**config.mk**
```make
export PLATFORM = sky130hd
export DESIGN_NAME = pipe_stage_reg
export DESIGN_NICKNAME = d
export VERILOG_FILES = /design/src/rtl/pipe_stage_reg_pkg.sv /design/src/rtl/pipe_stage_reg_sat_counter.sv /design/src/rtl/pipe_stage_reg.sv
export SDC_FILE = /design/constraint.sdc
export NUM_CORES = 1
export LEC_CHECK = 0
export ABC_AREA = 1
export CORE_ASPECT_RATIO = 0.5
export CORE_MARGIN = 4
export CORE_UTILIZATION = 40
export DETAILED_ROUTE_END_ITERATION = 10
export GPL_ROUTABILITY_DRIVEN = 0
export PLACE_DENSITY = 0.74
export SLEW_MARGIN = 20
export SYNTH_ARGS = -nofsm -noshare
export SYNTH_HDL_FRONTEND = slang
export SYNTH_SLANG_ARGS = --single-unit
```
**constraint.sdc**
```tcl
create_clock -name clk_i -period 1.42 [get_ports clk_i]
set_input_delay 0.213 -clock clk_i [delete_from_list [all_inputs] [get_ports clk_i]]
set_output_delay 0.213 -clock clk_i [all_outputs]
set_load 0.02 [all_outputs]
```
**src/rtl/pipe_stage_reg_pkg.sv**
```systemverilog
// Shared types and default widths for the pipeline stage register.
package pipe_pkg;
  localparam int PIPE_DATA_W = 96;
  localparam int PIPE_CTRL_W = 6;
  localparam int PIPE_CNT_W  = 16;

  // Encoding equals the entry count so occupancy can be read directly.
  typedef enum logic [1:0] {
    EMPTY = 2'd0,
    ONE   = 2'd1,
    TWO   = 2'd2
  } stage_state_e;
endpackage

```
**src/rtl/pipe_stage_reg_sat_counter.sv**
```systemverilog
// Saturating up-counter with increment enable.
module sat_counter #(
  parameter int W = 16
) (
  input  logic         clk_i,
  input  logic         rst_i,
  input  logic         inc_i,
  output logic [W-1:0] cnt_o
);
  always_ff @(posedge clk_i or negedge rst_i) begin
    if (!rst_i)                     cnt_o <= '0;
    else if (inc_i && cnt_o != '1)  cnt_o <= cnt_o + W'(1);
  end
endmodule

```
**src/rtl/pipe_stage_reg.sv**
```systemverilog
// Pipeline stage register: one head entry plus optional skid entry, with flush
// and a saturating stall counter.
module pipe_stage_reg
  import pipe_pkg::*;
#(
  parameter int DATA_W = PIPE_DATA_W,
  parameter int CTRL_W = PIPE_CTRL_W,
  parameter int SKID   = 1,
  parameter int CNT_W  = PIPE_CNT_W
) (
  input  logic              clk_i,
  input  logic              rst_i,
  input  logic              in_valid_i,
  output logic              in_ready_o,
  input  logic [CTRL_W-1:0] in_ctrl_i,
  input  logic [DATA_W-1:0] in_data_i,
  output logic              out_valid_o,
  input  logic              out_ready_i,
  output logic [CTRL_W-1:0] out_ctrl_o,
  output logic [DATA_W-1:0] out_data_o,
  input  logic              flush_i,
  output logic [1:0]        occ_o,
  output logic [CNT_W-1:0]  stall_cnt_o
);
  stage_state_e      state_q, state_d;
  logic [CTRL_W-1:0] head_ctrl, skid_ctrl;
  logic [DATA_W-1:0] head_data, skid_data;
  logic              acc, ret;

  assign acc = in_valid_i & in_ready_o;
  assign ret = out_valid_o & out_ready_i;

  always_ff @(posedge clk_i or negedge rst_i) begin
    if (!rst_i) state_q <= EMPTY;
    else        state_q <= state_d;
  end

  always_comb begin
    state_d = state_q;
    if (flush_i) state_d = EMPTY;
    else begin
      case (state_q)
        EMPTY:   if (acc) state_d = ONE;
        ONE: begin
          if (ret && !acc)                    state_d = EMPTY;
          else if (acc && !ret && SKID != 0)  state_d = TWO;
        end
        TWO:     if (ret) state_d = ONE;
        default: state_d = EMPTY;
      endcase
    end
  end

  // With SKID the ready is a pure function of the state flop, breaking the
  // out_ready_i -> in_ready_o timing path.
  always_comb begin
    out_valid_o = (state_q != EMPTY);
    occ_o       = state_q;
    if (SKID != 0) in_ready_o = (state_q != TWO);
    else           in_ready_o = ~out_valid_o | out_ready_i;
    out_ctrl_o  = out_valid_o ? head_ctrl : '0;
    out_data_o  = head_data;
  end

  // Payload survives flush; only control is cleared so bubbles become NOPs.
  always_ff @(posedge clk_i or negedge rst_i) begin
    if (!rst_i) begin
      head_ctrl <= '0;
      head_data <= '0;
      skid_ctrl <= '0;
      skid_data <= '0;
    end else if (flush_i) begin
      head_ctrl <= '0;
      skid_ctrl <= '0;
    end else begin
      case (state_q)
        EMPTY: if (acc) begin
          head_ctrl <= in_ctrl_i;
          head_data <= in_data_i;
        end
        ONE: begin
          if (acc && ret) begin
            head_ctrl <= in_ctrl_i;
            head_data <= in_data_i;
          end else if (acc && SKID != 0) begin
            skid_ctrl <= in_ctrl_i;
            skid_data <= in_data_i;
          end
        end
        TWO: if (ret) begin
          head_ctrl <= skid_ctrl;
          head_data <= skid_data;
        end
        default: ;
      endcase
    end
  end

  sat_counter #(.W(CNT_W)) u_stall_cnt (
    .clk_i (clk_i),
    .rst_i (rst_i),
    .inc_i (out_valid_o & ~out_ready_i),
    .cnt_o (stall_cnt_o)
  );
endmodule

```
======== After elaboration in Yosys (flattened, before gate mapping) ========
Index checks and enable logic that the tools add are counted.
operators by class
  reductions and logical operators ........ 17
  equality and inequality tests ........... 12
  $add $sub $neg .......................... 1
  bitwise logic cells ..................... 6
  multiplexer cells ....................... 19
operators with widths
  kind                                            number
  two-way mux 96 bit                              3
  one-hot mux 96 bit (3 select lines)             1
  two-way mux 6 bit                               8
  one-hot mux 6 bit (3 select lines)              1
  adder 16 x 1 -> 16 bit (second input constant)  1
  inequality test 16 bit (second input constant)  1
  two-way mux 2 bit                               5
  inequality test 2 bit (second input constant)   5
  inequality test 3 bit (second input constant)   3
  AND reduction 4 bit                             2
  one-hot mux 2 bit (3 select lines)              1
  AND reduction 3 bit                             2
  nonzero test 2 bit                              3
  AND reduction 5 bit                             1
  logical AND 1 bit                               4
  inequality test 4 bit (second input constant)   1
  nonzero test 4 bit                              1
  bitwise AND 1 bit                               3
  inverter 1 bit                                  3
  nonzero test 3 bit                              1
  == test 2 x 1 -> 1 bit (second input constant)  1
  == test 2 bit (second input constant)           1
  logical NOT 1 bit                               2
  logical NOT 2 bit                               1
word-level totals
  bits of input ports ..................... 107
  word-level logic and storage cells ...... 61
  register bits ........................... 222

======== Depth between registers and ports, before layout ========
Gate-level depths: netlist of the first run.
  depth after elaboration ................. 8
  depth in mapped cells ................... 9
  depth with buffers taken out ............ 8

======== Modules after synthesis ========
A second synthesis of the first run with hierarchy kept.
second synthesis, totals
  cell total of the unflattened synthesis .. 1,277
  area, all modules ....................... 10,088.4 µm²
by module, submodules not included
  module          cells each  times used  area each (µm²)
  pipe_stage_reg  1,130       1           9,057.4
  sat_counter     147         1           1,031.0

======== Worst setup path after synthesis of the first run ========
OpenSTA, ideal clock, no wires.
  path type ............................... register to register
  start point ............................. reg u_stall_cnt.cnt_o[1]
  end point ............................... reg u_stall_cnt.cnt_o[6]
  slack ................................... -0.205 ns
  stages on the path, launching flop included .. 8
  data required time ...................... 1.293 ns
  data arrival time ....................... 1.497 ns
  setup time .............................. 0.127 ns
  path through ............................ dfrtp_1 ha_1 nand3_1 nor2_1 nand2_1 nand2_1 buf_4 o21ai_0
on the way
  cells in the longest elaborated chain, start to end .. 2
  elaborated cells on any way between the ends .. 3
ends and longest elaborated chain
  item                                                            RTL line                          text
  start: declaration                                              pipe_stage_reg_sat_counter.sv:8   output logic [W-1:0] cnt_o
  start signal: assignment                                        pipe_stage_reg_sat_counter.sv:12  else if (inc_i && cnt_o != '1) cnt_o <= cnt_o + W'(1);
  branches (longest 2 deep; another with adder 16 x 1 -> 16 bit)  --
Parallel ways; which one is timed is not known.
A chain may end at the register's enable or synchronous reset.

======== Final worst setup path of the first run ========
  start point ............................. reg state_q[1] (netlist: occ_o[1])
  end point ............................... out out_ctrl_o[0]
on the way
  cells in the longest elaborated chain, start to end .. 2
ends and longest elaborated chain
  item                      RTL line              text
  start: declaration        pipe_stage_reg.sv:25  stage_state_e state_q, state_d;
  start signal: assignment  pipe_stage_reg.sv:35  else state_q <= state_d;
  nonzero test 2 bit        pipe_stage_reg.sv:57  out_valid_o = (state_q != EMPTY);
  two-way mux 6 bit         pipe_stage_reg.sv:61  out_ctrl_o = out_valid_o ? head_ctrl : '0;
  end: declaration          pipe_stage_reg.sv:19  output logic [CTRL_W-1:0] out_ctrl_o,
No other way between the ends.

==> flow_summary_export.csv, run 1 <==
group,metric,value,unit
clocking,htreeDepth,1,
logic_synthesis,seq_area_frac_synth,0.565,
die,rows,40,
power_and_ir_drop,ir_worst_vdd,0.739,mV
die,io_pins,229,
status,violations,"setup timing",
global_route,use_met3,0.0315,
power_and_ir_drop,leakage,7.09,nW
setup_path,crit_required,1.21,ns
sta,tightest_slew,0.389,ns
global_route,grt_pass1_wl,47.2,mm
layout,design_area,0.0147,mm^2
setup_path,path_class,"reg2out",
drt,via_per_inst,5.15,
sta,fin_ws,-0.242,ns
sta,clock_skew,0.00819,ns
die,core,0.0241,mm^2
clocking,clock_latency,0.51,ns
setup_path,crit_cells,5,
sta,final_max_slew_viol_count,0,
logic_synthesis,yosys_warnings,0,
clocking,clockRootBuffer,"clkbuf_16",
drt,finalWirelength,32.4,mm
clocking,cts_sinks,222,
setup_path,crit_path_start_kind,"register",
layout,syn_to_final_growth,49.4,%
logic_synthesis,ys.flop_type,"dfrtp_1",
logic_synthesis,synth_edf_count,0,
place,hpwlAfterDp,18.7,mm
setup_path,crit_path_end_kind,"primary output",
sta,rsz0062_at_grt,"yes",
sta,relSlewSlack,0.740,
global_route,grtUsageMet1,0.264,
global_route,track_usage,0.210,
drt,dr.first_iter.drc_count,699,
clocking,cts_buffer_depth,3,
logic_synthesis,synthArstFlopShare,1.00,
sta,fmax,602,MHz
logic_synthesis,synth_cell_types,26,
die,die-area,0.0273,mm^2
clocking,path_clk_slew,0.07,ns
hold_path,min_path_type,"in2async",
layout,drive_gt1_frac,0.224,
logic_synthesis,syn_inst,1172,
setup_path,crit_fanout,6,
place,place_inst,1723,
setup_path,crit_buf_inv,3,
logic_synthesis,avgSynthCellArea,8.39,um^2
die,die_h,119,um
logic_synthesis,ys_top_cells_by_count,"nand2_1 (415), dfrtp_1 (222), inv_1 (129), o211ai_1 (96), nor2_1 (79)",
global_route,grt_max_degree,57,
global_route,overflow,0,
global_route,top_usage_layer,"met2",
setup_path,cpMaxStageDelayCell,"dfrtp_2",
drt,via_count,9238,
run,maxCapViolCount,0,
global_route,met2_usage,0.364,
die,initial_core_util,0.408,
setup_path,cp_data_arrival_time,1.45,ns
setup_path,crit_path_cell_trace,"inv_2 -> nand2_4 -> inv_6 -> nor2_1 -> buf_4",
clocking,cts_buffers,22,
status,status,"finished with violations",
setup_path,cp_slowest_stage_delay,0.45,ns
die,die_w,230,um
sta,post-route-period-util,1.17,
place,port_buffers,228,
logic_synthesis,synthTopCellsByArea,"dfrtp_1 (56%), nand2_1 (16%), o211ai_1 (7.3%)",
sta,fin_crit,1.66,ns
drt,ant_nets,0,
global_route,grt_pass1_vias,9183,
logic_synthesis,yosysTopAreaCell,"dfrtp_1",
logic_synthesis,ys_seq_elements,222,
layout,fillers,1890,
layout,fin_cells,1794,
logic_synthesis,synth_area,0.00983,mm^2
layout,nets,1549,
logic_synthesis,yosysTopAreaCellShare,0.565,
logic_synthesis,syn_nets,1280,
setup_path,crit_family,"flip-flops",
clocking,cts_tree,"done",
sta,whs,0.185,ns
sta,finalHoldViolations,0,
logic_synthesis,yosysMostFrequentCell,"nand2_1",
place,dpl_cell_area,0.0128,mm^2
drt,firstDrtPassIters,6,
power_and_ir_drop,power_density,1630,mW/mm^2
place,pre_cts_slack,-0.335,ns
drt,drc,0,
setup_path,reg2regPathDepth,8,
sta,setup_viol,223,
global_route,antenna_found_initial,2,
drt,wl_per_cell,18.1,um
kinds of logic (layout without fill, tap and decap cells):
logic type               count (synthesis)  in the layout  synth area share
other                                    0              2                 0
XOR/XNOR                                 6              6           0.00534
buffers and inverters                  198            482            0.0835
flip-flops                             222            222             0.565
adder cells (fa/ha/maj)                  1              1           0.00127
AO/OA/AOI/OAI                          220            220             0.137
AND/OR/NAND/NOR                        525            525             0.208
metrics by stage:
stage	utilization	total power (W)	TNS, ns
after floorplan	-	0.0137	-0.921
after global placement	0.532	0.0170	-49.34
after detailed placement	0.532	0.0174	-58.21
after CTS	0.575	0.0233	-23.41
after global routing	0.610	0.0253	-47.39
final	0.610	0.0240	-32.81
where the power goes:
group	internal, W	switching [W]	leakage [nW]	total [W]
logic	0.00346	0.00460	4.05	0.00806
registers	0.00864	0.00130	2.69	0.00994
clock network	0.00345	0.00251	0.351	0.00596
sequential cells by signal (all words and copies together) (netlist names):
name               count
head_ctrl              6
skid_ctrl              6
u_stall_cnt.cnt_o     16
skid_data             96
out_data_o            96
occ_o                  2
timing repair:
| item | 4_1_cts | 5_1_grt |
|---|---|---|
| setup endpoints to repair | 332 | 273 |
| cloned | 5 | 15 |
| hold buffers | 1 | 0 |
| gates resized for setup | 450 | 153 |
| pin swaps | 3 | 11 |
| endpoints found under the hold margin | 222 | 0 |
| buffers inserted | 6 | 3 |
cell usage in the layout (no fill, tap or decap), drive strengths merged:
master and n:
a21oi 55, buf 99, bufinv 2, clkbuf 45, clkdlybuf4s15 94, clkdlybuf4s50 105, clkinv 6, dfrtp 222
diode 2, dlygate4sd3 1, ha 1, inv 130, nand2 418, nand3 17, nand4 8, nor2 79
nor3 2, o211ai 96, o21ai 62, o22ai 6, o31ai 1, or2 1, xnor2 6
routing by layer:
metal  vias up  wire length (um)
met4         0              1330
met3        93              1620
met2       314             16000
li1       4290                 -
met1      4541             13500
met5         -                 0
area by class of cell:
class | instances | area (um^2) | area share
Timing Repair Buffer | 311 | 3500 | 0.238
Multi-Input combinational cell | 752 | 3970 | 0.270
Inverter | 132 | 523 | 0.0356
Clock inverter | 6 | 83.8 | 0.00570
Antenna cell | 2 | 5.00 | 0.000341
Tap cell | 336 | 420 | 0.0286
Sequential cell | 222 | 5570 | 0.379
Clock buffer | 33 | 633 | 0.0431
final timing paths:
check	from	to	slack, ns
max	occ_o[1]$_DFFE_PN0P_	out_ctrl_o[0]	-0.24
min reg2reg	out_data_o[70]$_DFFE_PN0P_	out_data_o[70]$_DFFE_PN0P_	0.48
max reg2reg	occ_o[1]$_DFFE_PN0P_	skid_data[88]$_DFFE_PN0P_	-0.24
min in group clk_i	in_data_i[20]	skid_data[20]$_DFFE_PN0P_	0.27
min	rst_i	out_data_o[68]$_DFFE_PN0P_	0.19
max in group asynchronous	rst_i	skid_data[23]$_DFFE_PN0P_	0.65
No activity file was read; power rests on OpenSTA's default activity.
==> inputs of run 2 (changes only) <==
--- a/config.mk
+++ b/config.mk
@@ -11,6 +11,7 @@
 export CORE_UTILIZATION = 40
 export DETAILED_ROUTE_END_ITERATION = 10
 export GPL_ROUTABILITY_DRIVEN = 0
+export HOLD_SLACK_MARGIN = 0.03
 export PLACE_DENSITY = 0.74
 export SLEW_MARGIN = 20
 export SYNTH_ARGS = -nofsm -noshare
==> results of run 2 <==
Final layout, timing and power as in run 1 (identical DEF).
==> inputs of run 3 (changes only) <==
--- a/config.mk
+++ b/config.mk
@@ -11,6 +11,7 @@
 export CORE_UTILIZATION = 40
 export DETAILED_ROUTE_END_ITERATION = 10
 export GPL_ROUTABILITY_DRIVEN = 0
+export GPL_TIMING_DRIVEN = 0
 export HOLD_SLACK_MARGIN = 0.03
 export PLACE_DENSITY = 0.74
 export SLEW_MARGIN = 20
==> flow_summary_export.csv, run 3 (synthesis gave the netlist of run 1 again) <==
group,metric,value,unit
status,status,"finished with violations",
status,violations,"setup timing",
global_route,grt_pass1_vias,9353,
global_route,track_usage,0.212,
setup_path,crit_required,1.21,ns
global_route,overflow,0,
die,io_pins,229,
drt,via_per_inst,5.12,
setup_path,reg2regPathDepth,7,
drt,finalWirelength,31.2,mm
die,die_h,119,um
layout,register_area,0.00557,mm^2
sta,clock_skew,0.00762,ns
power_and_ir_drop,power_density,1620,mW/mm^2
setup_path,crit_path_cell_trace,"inv_2 -> nand2_4 -> inv_6 -> nor2_1 -> buf_4",
place,hpwlAfterDp,20.8,mm
drt,ant_nets,0,
sta,post-route-period-util,1.22,
setup_path,crit_buf_inv,3,
clocking,cts_buffer_depth,3,
layout,fin_util,0.608,
setup_path,crit_fanout,6,
clocking,cts_buffers,22,
setup_path,path_class,"reg2out",
drt,wl_per_cell,17.3,um
clocking,clockRootBuffer,"clkbuf_16",
layout,syn_to_final_growth,48.8,%
sta,fin_crit,1.74,ns
setup_path,crit_path_end_kind,"primary output",
clocking,htreeDepth,1,
setup_path,crit_path_start_kind,"register",
drt,via_count,9224,
global_route,grt_max_degree,103,
setup_path,cp_data_arrival_time,1.53,ns
drt,drc,0,
die,initial_core_util,0.408,
layout,final_common_cell,"nand2_1",
sta,rsz0062_at_grt,"yes",
clocking,clock_latency,0.50,ns
die,rows,40,
die,core,0.0241,mm^2
sta,fin_ws,-0.319,ns
sta,finalHoldViolations,0,
layout,fillers,2010,
sta,setup_viol,224,
drt,firstDrtPassIters,5,
clocking,cts_sinks,222,
setup_path,cp_slowest_stage_delay,0.46,ns
layout,drive_gt1_frac,0.217,
run,maxCapViolCount,0,
global_route,antenna_found_initial,4,
power_and_ir_drop,fin_total_pwr,0.0237,W
die,die_w,230,um
die,die-area,0.0273,mm^2
layout,multiInputGateArea,0.00410,mm^2
sta,relSlewSlack,0.616,
sta,whs,0.195,ns
place,port_buffers,228,
power_and_ir_drop,ir_worst_vdd,0.736,mV
sta,fmax,575,MHz
hold_path,min_path_type,"in2async",
setup_path,crit_cells,5,
power_and_ir_drop,leakage,7.10,nW
setup_path,crit_family,"flip-flops",
clocking,path_clk_slew,0.07,ns
layout,nets,1560,
sta,tightest_slew,0.576,ns
drt,dr.first_iter.drc_count,781,
setup_path,cpMaxStageDelayCell,"dfrtp_2",
global_route,grt_pass1_wl,47.6,mm
layout,final_cell_mix,"nand2_1 (387), dfrtp_1 (210), inv_1 (127)",
sta,final_max_slew_viol_count,0,
clocking,cts_tree,"done",
run 3: layout make-up:
| type | instances | share of cell area |
|---|---|---|
| tap | 336 | 0.0287 |
| clock buffer | 31 | 0.0441 |
| timing repair buffer | 256 | 0.181 |
| clock inverter | 4 | 0.00308 |
| antenna | 4 | 0.000684 |
| inverter | 132 | 0.0349 |
| buffer | 66 | 0.0472 |
| multi-input combinational | 752 | 0.280 |
| sequential | 222 | 0.381 |
run 3: path summary, 6_finish.rpt:
path | startpoint | to | slack (ns)
hold / removal | rst_i | skid_data[68]$_DFFE_PN0P_ | 0.19
setup reg to reg | occ_o[1]$_DFFE_PN0P_ | skid_data[65]$_DFFE_PN0P_ | -0.31
min in group clk_i | in_data_i[20] | skid_data[20]$_DFFE_PN0P_ | 0.28
hold reg to reg | out_data_o[56]$_DFFE_PN0P_ | out_data_o[56]$_DFFE_PN0P_ | 0.48
setup / recovery | occ_o[1]$_DFFE_PN0P_ | out_ctrl_o[3] | -0.32
max in group asynchronous | rst_i | out_data_o[15]$_DFFE_PN0P_ | 0.37
run 3: report_power, final:
part	total [W]	internal [W]	leakage, nW	switching [W]
Clock	0.00574	0.00332	0.343	0.00241
Combinational	0.00797	0.00338	4.07	0.00459
Sequential	0.00997	0.00864	2.68	0.00133
run 3: metal layers:
layer / wire length [um] / GRT usage / vias to the layer above
met5: 0 / 0 / -
met4: 1340 / 0.0894 / 0
met3: 1270 / 0.0287 / 88
met2: 15900 / 0.373 / 275
met1: 12600 / 0.265 / 4551
li1: - / - / 4310
run 3: through the flow:
step	cells	worst slack (ns)	area, um^2	setup TNS (ns)
2_1_floorplan	1172	-0.0116	9880	-0.921
3_3_place_gp	1736	-9.82	12600	-2088.82
3_5_place_dp	1738	-0.704	12600	-102.75
4_1_cts	1789	-0.274	13900	-35.91
5_1_grt	1803	-0.368	14600	-57.22
6_report	1803	-0.319	14600	-41.02
run 3: what timing repair did:
item | 4_1_cts | 5_1_grt
gates cloned | 1 | 7
hold buffers | 1 | 0
endpoints found under the setup margin | 338 | 271
endpoints found under the hold margin | 63 | 0
setup buffers | 14 | 4
gates resized for setup | 494 | 168
pin swaps | 3 | 10
run 3: worst register-to-register path, stage by stage, from the launching register on:
cell	delay, ns
dfrtp_2	0.47
buf_6	0.15
nor3_4	0.22
nand4_4	0.11
buf_6	0.17
clkbuf_16	0.17
buf_12	0.13
a21oi_1	0.21
